==> src/rtl/vend_ctrl_mc.sv <==
// ---------------------------------------------------------------------------
// vend_ctrl_mc
// Vending controller with three coin channels, an internal credit
// accumulator and internal cycle timers. Sequences IDLE -> COIN -> VEND ->
// REFUND and pays change back one CHANGE_UNIT pulse at a time.
//
// Ports
//   clk            in   clock
//   rst            in   asynchronous, active-high reset
//   coin_i[2:0]    in   per-channel coin-accepted pulses (1 cycle each)
//   buy_i          in   purchase request pulse
//   withdraw_i     in   refund request pulse
//   price_i        in   product price, sampled when buy_i is accepted
//   credit_o       out  current credit
//   state_o[1:0]   out  0 IDLE, 1 COIN, 2 VEND, 3 REFUND
//   dispense_o     out  product dispense strobe (VEND_CYC cycles)
//   change_o       out  change-hopper pulse, one CHANGE_UNIT each
//   coin_reject_o  out  1-cycle pulse: coin blocked or would overflow
//   short_o        out  1-cycle pulse: buy rejected for insufficient credit
//
// Optional build macro VEND_AUDIT_EN adds:
//   vend_cnt_o[15:0]          accepted purchases, wrapping
//   revenue_o[CREDIT_W+15:0]  sum of accepted prices, wrapping
//
// All outputs come straight from flops. Timer parameters larger than
// 2^TMR_W-1 (or smaller than 1) stop elaboration.
// ---------------------------------------------------------------------------
module vend_ctrl_mc #(
   parameter int CREDIT_W    = 8,
   parameter int COIN0_VAL   = 1,
   parameter int COIN1_VAL   = 2,
   parameter int COIN2_VAL   = 5,
   parameter int CHANGE_UNIT = 1,
   parameter int TMR_W       = 16,
   parameter int VEND_CYC    = 8,
   parameter int CHANGE_CYC  = 4,
   parameter int TIMEOUT_CYC = 100
) (
   input  logic                clk,
   input  logic                rst,
   input  logic [2:0]          coin_i,
   input  logic                buy_i,
   input  logic                withdraw_i,
   input  logic [CREDIT_W-1:0] price_i,
   output logic [CREDIT_W-1:0] credit_o,
   output logic [1:0]          state_o,
   output logic                dispense_o,
   output logic                change_o,
   output logic                coin_reject_o,
   output logic                short_o
`ifdef VEND_AUDIT_EN
   ,
   output logic [15:0]         vend_cnt_o,
   output logic [CREDIT_W+15:0] revenue_o
`endif
);

   localparam logic [1:0] ST_IDLE   = 2'd0;
   localparam logic [1:0] ST_COIN   = 2'd1;
   localparam logic [1:0] ST_VEND   = 2'd2;
   localparam logic [1:0] ST_REFUND = 2'd3;

   localparam longint      TMR_MAX    = (longint'(1) << TMR_W) - 1;
   localparam logic [31:0] CREDIT_MAX = 32'((64'd1 << CREDIT_W) - 64'd1);

   // Terminal timer values: a state is left on the edge that ends the cycle
   // in which the timer holds its *_LAST value.
   localparam logic [TMR_W-1:0] TO_LAST   = TMR_W'(TIMEOUT_CYC - 1);
   localparam logic [TMR_W-1:0] VEND_LAST = TMR_W'(VEND_CYC - 1);
   localparam logic [TMR_W-1:0] CHG_LAST  = TMR_W'(CHANGE_CYC - 1);

   localparam logic [CREDIT_W-1:0] CHG_UNIT = CREDIT_W'(CHANGE_UNIT);

   generate
      if (TIMEOUT_CYC < 1 || VEND_CYC < 1 || CHANGE_CYC < 1 ||
          longint'(TIMEOUT_CYC) > TMR_MAX || longint'(VEND_CYC) > TMR_MAX ||
          longint'(CHANGE_CYC) > TMR_MAX) begin : g_cfg_err
         $error("vend_ctrl_mc: timer parameter out of range for TMR_W");
      end
   endgenerate

   // Credit value of one cycle's coin pulses; several channels may fire at once.
   function automatic logic [31:0] coin_value(input logic [2:0] c);
      logic [31:0] s;
      s = '0;
      if (c[0]) s = s + 32'(COIN0_VAL);
      if (c[1]) s = s + 32'(COIN1_VAL);
      if (c[2]) s = s + 32'(COIN2_VAL);
      return s;
   endfunction

   // One change pulse removes min(CHANGE_UNIT, credit), never wrapping below 0.
   function automatic logic [CREDIT_W-1:0] change_deduct(input logic [CREDIT_W-1:0] c);
      if (c < CHG_UNIT) return '0;
      else              return c - CHG_UNIT;
   endfunction

   logic [1:0]          state_q,   state_d;
   logic [CREDIT_W-1:0] credit_q,  credit_d;
   logic [TMR_W-1:0]    tmr_q,     tmr_d;
   logic                dispense_q, dispense_d;
   logic                change_q,   change_d;
   logic                reject_q,   reject_d;
   logic                short_q,    short_d;

   logic                coin_any;
   logic [31:0]         coin_sum;
   logic [31:0]         credit_sum;
   logic                coin_ovf;
   logic                coin_ok;
   logic [CREDIT_W-1:0] credit_coin;

   // Coin arithmetic is done in 32 bits so overflow past the credit width is
   // visible; an overflowing cycle rejects every coin in it.
   always_comb begin
      coin_any    = |coin_i;
      coin_sum    = coin_value(coin_i);
      credit_sum  = 32'(credit_q) + coin_sum;
      coin_ovf    = credit_sum > CREDIT_MAX;
      coin_ok     = coin_any && !coin_ovf;
      credit_coin = coin_ok ? credit_sum[CREDIT_W-1:0] : credit_q;
   end

   always_comb begin
      state_d    = state_q;
      credit_d   = credit_q;
      tmr_d      = tmr_q;
      dispense_d = 1'b0;
      change_d   = 1'b0;
      reject_d   = 1'b0;
      short_d    = 1'b0;

      case (state_q)
         ST_IDLE: begin
            // Buttons are ignored here; only a coin starts a session.
            tmr_d = '0;
            if (coin_ok) begin
               credit_d = credit_coin;
               state_d  = ST_COIN;
            end else if (coin_any) begin
               reject_d = 1'b1;
            end
         end

         ST_COIN: begin
            // Coins in this cycle are credited before the price comparison.
            credit_d = credit_coin;
            reject_d = coin_any && coin_ovf;
            if (withdraw_i) begin
               state_d = ST_REFUND;
               tmr_d   = '0;
            end else if (buy_i) begin
               tmr_d = '0;
               if (credit_coin >= price_i) begin
                  credit_d   = credit_coin - price_i;
                  state_d    = ST_VEND;
                  dispense_d = 1'b1;
               end else begin
                  short_d = 1'b1;
               end
            end else if (coin_any) begin
               tmr_d = '0;
            end else if (tmr_q == TO_LAST) begin
               state_d = ST_REFUND;
               tmr_d   = '0;
            end else begin
               tmr_d = tmr_q + TMR_W'(1);
            end
         end

         ST_VEND: begin
            // Strobe was raised on the entry edge; hold it for VEND_CYC cycles.
            reject_d = coin_any;
            if (tmr_q == VEND_LAST) begin
               tmr_d   = '0;
               state_d = (credit_q == '0) ? ST_IDLE : ST_REFUND;
            end else begin
               tmr_d      = tmr_q + TMR_W'(1);
               dispense_d = 1'b1;
            end
         end

         ST_REFUND: begin
            // Zero credit (on entry or after the last pulse) exits next edge.
            reject_d = coin_any;
            if (credit_q == '0) begin
               state_d = ST_IDLE;
               tmr_d   = '0;
            end else if (tmr_q == CHG_LAST) begin
               change_d = 1'b1;
               credit_d = change_deduct(credit_q);
               tmr_d    = '0;
            end else begin
               tmr_d = tmr_q + TMR_W'(1);
            end
         end

         default: begin
            state_d = ST_IDLE;
            tmr_d   = '0;
         end
      endcase
   end

   always_ff @(posedge clk or posedge rst) begin
      if (rst) begin
         state_q    <= ST_IDLE;
         credit_q   <= '0;
         tmr_q      <= '0;
         dispense_q <= 1'b0;
         change_q   <= 1'b0;
         reject_q   <= 1'b0;
         short_q    <= 1'b0;
      end else begin
         state_q    <= state_d;
         credit_q   <= credit_d;
         tmr_q      <= tmr_d;
         dispense_q <= dispense_d;
         change_q   <= change_d;
         reject_q   <= reject_d;
         short_q    <= short_d;
      end
   end

   assign credit_o      = credit_q;
   assign state_o       = state_q;
   assign dispense_o    = dispense_q;
   assign change_o      = change_q;
   assign coin_reject_o = reject_q;
   assign short_o       = short_q;

`ifdef VEND_AUDIT_EN
   logic [15:0]          vend_cnt_q;
   logic [CREDIT_W+15:0] revenue_q;
   logic                 buy_ok;

   // Same acceptance condition as the COIN-state buy branch above.
   assign buy_ok = (state_q == ST_COIN) && !withdraw_i && buy_i &&
                   (credit_coin >= price_i);

   always_ff @(posedge clk or posedge rst) begin
      if (rst) begin
         vend_cnt_q <= '0;
         revenue_q  <= '0;
      end else if (buy_ok) begin
         vend_cnt_q <= vend_cnt_q + 16'd1;
         revenue_q  <= revenue_q + {16'd0, price_i};
      end
   end

   assign vend_cnt_o = vend_cnt_q;
   assign revenue_o  = revenue_q;
`endif

endmodule

==> config.mk <==
export PLATFORM = sky130hd
export DESIGN_NAME = vend_ctrl_mc
export DESIGN_NICKNAME = d
export VERILOG_FILES = /design/src/rtl/vend_ctrl_mc.sv
export SDC_FILE = /design/constraint.sdc
export NUM_CORES = 1
export LEC_CHECK = 0
export CAP_MARGIN = 20
export CORE_ASPECT_RATIO = 1.4
export CORE_MARGIN = 2
export CORE_UTILIZATION = 40
export CTS_BUF_LIST = sky130_fd_sc_hd__clkbuf_8
export DETAILED_ROUTE_END_ITERATION = 7
export SLEW_MARGIN = 10
export SYNTH_ARGS = -nofsm -noshare
export SYNTH_HDL_FRONTEND = slang
export SYNTH_SLANG_ARGS = --single-unit
==> constraint.sdc <==
create_clock -name clk -period 6.5 [get_ports clk]
set_input_delay 1.3 -clock clk [delete_from_list [all_inputs] [get_ports clk]]
set_output_delay 1.3 -clock clk [all_outputs]
set_load 0.03 [all_outputs]
## After elaboration in Yosys (flattened, before gate mapping)

Cells that the tools add are included.
W data, S select, Z words.

- Register bits: 30
- Bits of input ports: 15

- Magnitude comparators: 3
- Eq/ne operators: 14
- Muxes and demuxes: 45
- Reductions and logical operators: 10
- $add $sub $neg: 6

Operator list:

| cell | count |
|---|---|
| $mux W16 | 7 |
| $mux W32 | 2 |
| $mux W8 | 8 |
| $pmux W16 S4 | 1 |
| $add A32 B2 Y32 const B | 1 |
| $add A32 B3 Y32 const B | 1 |
| $add A8 B32 Y32 | 1 |
| $gt A32 B8 Y1 const B | 1 |
| $pmux W8 S3 | 1 |
| $mux W2 | 9 |
| $add A16 B1 Y16 const B | 1 |
| $eq A16 B2 Y1 const B | 1 |
| $eq A16 B3 Y1 const B | 1 |
| $eq A16 B7 Y1 const B | 1 |
| $mux W1 | 14 |
| $ne A4 B4 Y1 const B | 3 |
| $ne A2 B2 Y1 const B | 5 |
| $ge A8 B8 Y1 | 1 |
| $logic_not A8 Y1 | 1 |
| $lt A8 B1 Y1 const B | 1 |
| $pmux W2 S4 | 1 |
| $sub A8 B1 Y8 const B | 1 |
| $sub A8 B8 Y8 | 1 |
| $reduce_and A6 Y1 | 1 |
| 11 further kinds | 13 |

## Longest topological paths before layout

- Depth in word-level cells: 15
- Gate-level depth with buffers: 19
- Depth with buffers taken out: 19

## Worst setup path before layout

Ideal clock, no wire load.

- Path kind: input port to flip-flop
- From: input port coin_i[1]
- To: register credit_q[6], in the netlist credit_o[6]
- Arrival time: 4.663 ns
- Stages on the path: 19
- Path slack: 1.708 ns
- Required time: 6.372 ns
- Buffers on the path: 0
- Library setup time: 0.128 ns
- Cell sequence: inv_1 > ha_1 > nand2_1 > o21ai_0 > inv_1 > fa_1 > nand2b_1 > a211oi_2 > nor2_1 > mux2i_1 > ha_1 > inv_1 > fa_1 > a21oi_1 > o21ai_1 > a221oi_2 > nor2_1 > a221oi_1 > o22ai_1

- Word-level cells in the longest chain between the ends: 13
- Elaborated cells on any way between the ends: 18

RTL lines:

| element | line | source |
|---|---|---|
| from (decl) | 41 | `input logic [2:0] coin_i,` |
| $mux W32 | 87 | `if (c[1]) s = s + 32'(COIN1_VAL);` |
| $add A32 B3 Y32 | 88 | `if (c[2]) s = s + 32'(COIN2_VAL);` |
| $mux W32 | 88 |  |
| $add A8 B32 Y32 | 118 | `credit_sum = 32'(credit_q) + coin_sum;` |
| $gt A32 B8 Y1 | 119 | `coin_ovf = credit_sum > CREDIT_MAX;` |
| $logic_not A1 Y1 | 120 | `coin_ok = coin_any && !coin_ovf;` |
| $logic_and A1 B1 Y1 | 120 |  |
| $mux W8 | 121 | `credit_coin = coin_ok ? credit_sum[CREDIT_W-1:0] : credit_q;` |
| $sub A8 B8 Y8 or $ge A8 B8 Y1 (tied branches) | 155, 154 |  |
| $mux W8 | 154 | `if (credit_coin >= price_i) begin` |
| $mux W8 | 152 | `end else if (buy_i) begin` |
| $mux W8 | 149 | `if (withdraw_i) begin` |
| $pmux W8 S3 | 133 | `case (state_q)` |
| to (signal assigned) | 216 | `credit_q <= credit_d;` |
| to (decl) | 99 | `logic [CREDIT_W-1:0] credit_q, credit_d;` |

Parallel ways exist; a longest one is shown, timed or not. The select of a mux whose other input is x is not followed.
A chain may end at the register's enable or synchronous reset.

## Final worst setup path

- From: input port coin_i[0]
- To: register credit_q[6], in the netlist credit_o[6]

- Word-level cells in the longest chain between the ends: 15
- Elaborated cells on any way between the ends: 20

RTL lines:

| element | line | source |
|---|---|---|
| $mux W1 | 86 | `if (c[0]) s = s + 32'(COIN0_VAL);` |
| $add A32 B2 Y32 | 87 |  |
| $mux W32 | 87 |  |
| $add A32 B3 Y32 | 88 |  |
| $mux W32 | 88 |  |
| $add A8 B32 Y32 | 118 |  |
| $gt A32 B8 Y1 | 119 |  |
| $logic_not A1 Y1 | 120 |  |
| $logic_and A1 B1 Y1 | 120 |  |
| $mux W8 | 121 |  |
| $sub A8 B8 Y8 or $ge A8 B8 Y1 (tied branches) | 155, 154 |  |
| $mux W8 | 154 |  |
| $mux W8 | 152 |  |
| $mux W8 | 149 |  |
| $pmux W8 S3 | 133 |  |

Parallel ways exist; a longest one is shown, timed or not. The select of a mux whose other input is x is not followed.

==> flow_summary_export.csv <==
group,metric,value,unit
run_status,status,"finished clean",
detailed_routing,drtPass1Iterations,4,
job,maxCapViolCount,0,
cts,cts_tree,"built",
worst_setup_path,endpoint_kind,"flop",
detailed_routing,wl,6410,um
global_route,grt_max_degree,31,
global_route,grt_overflow_total,0,
detailed_routing,drc,0,
global_route,grt_pass1_wl,10600,um
sta,hold_viol_final,0,
pwr,vdd_drop_max,0.120,mV
hold_path,worstHoldStart,"tmr_q[0]$_DFF_PP0_",
finish,diodes,0,
synth,yosysUniqueCellTypes,53,
global_route,antenna_found_initial,0,
sta,fmax,0.178,GHz
pwr,pwr-share-seq,43.9,%
placement,gp_congestion,0.902,
sta,max-slew-margin-rel,59.6,%
detailed_routing,antenna_left,0,
placement,dpl.hpwl,4950,um
sta,fin_skew,5.41,ps
pwr,power_density,142,mW/mm^2
sta,finalSetupViolCount,0,
placement,placed_cell_area,0.00292,sq mm
worst_setup_path,path_cells,"clkdlybuf4s50_1 -> inv_1 -> ha_1 -> nand2_1 -> o21ai_0 -> inv_1 -> fa_1 -> nand2b_1 -> a211oi_2 -> nor2_1 -> mux2i_1 -> ha_1 -> inv_1 -> fa_1 -> a21oi_1 -> o21ai_1 -> a221oi_2 -> nor2_1 -> a221oi_1 -> o22ai_1",
cts,ctsResizeCount,0,
finish,fillCellCount,585,
worst_setup_path,cp.arrival,5770,ps
die,core_area,0.00621,sq mm
synth,syn_nets,337,
worst_setup_path,critPathLaunch,"coin_i[0]",
worst_setup_path,worstPathMaxFanout,6,
finish,multi_input_area,0.00170,sq mm
sta,slew_violations,0,
finish,post-route-util,48.4,%
detailed_routing,wl_per_cell,16.0,um
worst_setup_path,path_class,"in -> reg",
cts,clockBufferDepth,2,
cts,clkLatencyLatePin,280,ps
synth,synth-edff-count,0,
detailed_routing,wirelength_met1,2690,um
die,pin_count,29,
global_route,track_usage,18.8,%
worst_setup_path,critPathSlowestCell,"clkdlybuf4s50_1",
cts,cts_sinks,30,
global_route,grt_pass1_vias,2229,
pwr,p_leak,1.29,nW
detailed_routing,dr_wl_met2,3450,um
worst_setup_path,path_common_cell,"inv_1",
sta,period_needed,5620,ps
worst_setup_path,r2r-start,"credit_o[0]$_DFFE_PP0P_",
finish,syn_to_final_growth,16.7,%
synth,async_flop_share,100,%
die,initial_core_util,41.5,%
worst_setup_path,cpPeakStageDelay,520,ps
pwr,combPwrFrac,19.7,%
cts,htreeDepth,2,
detailed_routing,drt_iter0_drc,92,
finish,regArea,751,sq um
worst_setup_path,cp_top_family,"compound AO/OA/AOI/OAI gates",
die,die_w,71.8,um
synth,yosys_most_used_dff,"dfrtp_1",
worst_setup_path,critical_path_required,6650,ps
die,core.rowCount,34,
pwr,intPower,308,uW
detailed_routing,dr_wl_met3,180,um
pwr,p_sw_share,27.7,%
placement,dp.cells,393,
placement,portBuffers,28,
cts,hold_buffers,0,
synth,synth-seq-cells,30,
sta,grt_setup_unrepaired,"false",
sta,worst_pin_slew,605,ps
pwr,power.switching,118,uW
finish,layout.nets,366,
cts,post-cts-setup-buffers,0,
synth,yosys_warnings,0,
cts,clockRootBuffer,"clkbuf_8",
finish,final_cells,401,
synth,ys_seq_area_share,29.1,%
cts,clk_pin_slew,60,ps
pwr,pwr-share-clk,36.4,%
detailed_routing,vias,2213,
detailed_routing,top_layer,"met4",
synth,syn_area,0.00258,sq mm
sta,fin_crit_sh,86.5,%
hold_path,hold_class,"reg -> reg",
sta,fin_tns_setup,0,ps
die,fp.dieH,99.0,um
pwr,power,426,uW
die,die-area,0.00711,sq mm
worst_setup_path,cp.buffers_inverters,4,
finish,fin_area,0.00301,sq mm
synth,synth.avg_cell_area,8.62,sq um
cts,cts_buffers,5,
worst_setup_path,start_kind,"input pin",
finish,layout-drive-gt1-share,7.90,%
detailed_routing,vias_per_cell,5.52,
synth,syn_inst,299,
==> synthesized netlist by cell type, types with 2 or more instances <==
cell / count / area share (%)
nand2b_1: 6 / 1.5
a21boi_0: 3 / 0.87
a211oi_1: 8 / 2.3
xor2_1: 10 / 3.4
a221oi_1: 5 / 1.7
or3_1: 2 / 0.49
or2_2: 3 / 0.73
nor3b_1: 2 / 0.58
nand3_1: 11 / 2.1
nor4_1: 3 / 0.73
nand2_1: 18 / 2.6
a21o_1: 2 / 0.58
o21ai_0: 15 / 2.9
fa_1: 2 / 1.6
o21a_1: 2 / 0.58
ha_1: 21 / 10
nor2_1: 36 / 5.2
o31ai_1: 5 / 1.5
buf_2: 4 / 0.78
o21ai_1: 7 / 1.4
nor3_1: 2 / 0.39
nand4_1: 6 / 1.5
o22ai_1: 2 / 0.49
a21oi_1: 13 / 2.5
nand3b_1: 2 / 0.58
o21bai_1: 4 / 1.2
or4_1: 3 / 0.87
clkbuf_1: 2 / 0.29
mux2_2: 2 / 0.87
and2_1: 3 / 0.73
xnor2_1: 13 / 4.4
mux2i_1: 3 / 1.2
inv_1: 23 / 3.4
and3_1: 3 / 0.73
nor2b_1: 5 / 1.2
dfrtp_1: 30 / 29
nor4b_2: 2 / 1.2
==> state kept, by name (all words and copies together) (netlist names) <==
register / cells
dispense_o: 1
state_o: 2
short_o: 1
tmr_q: 16
coin_reject_o: 1
credit_o: 8
change_o: 1
==> through the flow <==
stage	hold slack [ps]	setup slack, ps
3_5_place_dp	490	606
4_1_cts	499	902
2_1_floorplan	450	1710
5_1_grt	541	485
6_report	492	877
3_3_place_gp	477	891
==> cell type report <==
type | instances | share of cell area [%]
Clock buffer | 6 | 2.75
Sequential cell | 30 | 25.0
Tap cell | 72 | 3.00
Clock inverter | 2 | 0.291
Timing Repair Buffer | 29 | 9.57
Multi-Input combinational cell | 239 | 56.6
Inverter | 23 | 2.87
==> power by group through the flow <==
stage                     registers, mW  logic (mW)  clock network [mW]
after floorplan                   0.191      0.0573                   0
after detailed placement          0.190      0.0835                   0
after global routing              0.187      0.0947               0.167
after global placement            0.190      0.0838                   0
after CTS                         0.187      0.0844               0.159
final                             0.187      0.0841               0.155
==> path summary, 6_finish.rpt <==
kind                                                end  slack, ps  depth (start not counted)
worst max-delay path            credit_o[6]$_DFFE_PP0P_        880                         20
worst min-delay path                 tmr_q[0]$_DFF_PP0_        490                          1
worst max register to register  credit_o[6]$_DFFE_PP0P_       2280                         16
worst min register to register       tmr_q[0]$_DFF_PP0_        490                          1
max in group asynchronous           tmr_q[11]$_DFF_PP0_       4810                          3
min in group asynchronous       coin_reject_o$_DFF_PP0_       1400                          3
==> placed cells by master, fill, tap and decap left out, types with 4 or more instances in the layout <==
master / Yosys / layout
a211oi_1: 8 / 8
a21oi_1: 13 / 13
a221oi_1: 5 / 5
clkbuf_8: 0 / 6
clkdlybuf4s50_1: 0 / 28
dfrtp_1: 30 / 30
ha_1: 21 / 21
inv_1: 23 / 24
nand2_1: 18 / 18
nand2b_1: 6 / 6
nand3_1: 11 / 11
nand4_1: 6 / 6
nor2_1: 36 / 36
nor2b_1: 5 / 5
o21ai_0: 15 / 15
o21ai_1: 7 / 7
o21bai_1: 4 / 4
o31ai_1: 5 / 5
xnor2_1: 13 / 13
xor2_1: 10 / 10
==> worst reg2reg max path, cell delays in order (launching register included) <==
cell      delay, ps
dfrtp_1         490
ha_1            240
inv_1            60
fa_1            390
nand2b_1        190
a211oi_2        300
nor2_1          170
mux2i_1         270
ha_1            200
inv_1            50
fa_1            430
a21oi_1         150
o21ai_1          90
a221oi_2        410
nor2_1          210
a221oi_1        320
o22ai_1         110
==> routing by layer <==
metal,up-vias,global-route usage [%]
li1,1132,-
met4,0,5.95
met1,1033,22.0
met3,9,2.86
met2,39,34.6
met5,-,0
==> kinds of logic (layout without fill, tap and decap cells) <==
family / after synthesis / after routing / synth area share (%)
AND/OR/NAND/NOR: 115 / 115 / 24.9
AO/OA/AOI/OAI: 73 / 73 / 19.5
flip-flops: 30 / 30 / 29.1
buffers and inverters: 30 / 60 / 4.86
adder cells (fa/ha/maj): 23 / 23 / 11.8
XOR/XNOR: 23 / 23 / 7.82
multiplexers: 5 / 5 / 2.04
Power figures use the tool's default switching activity.
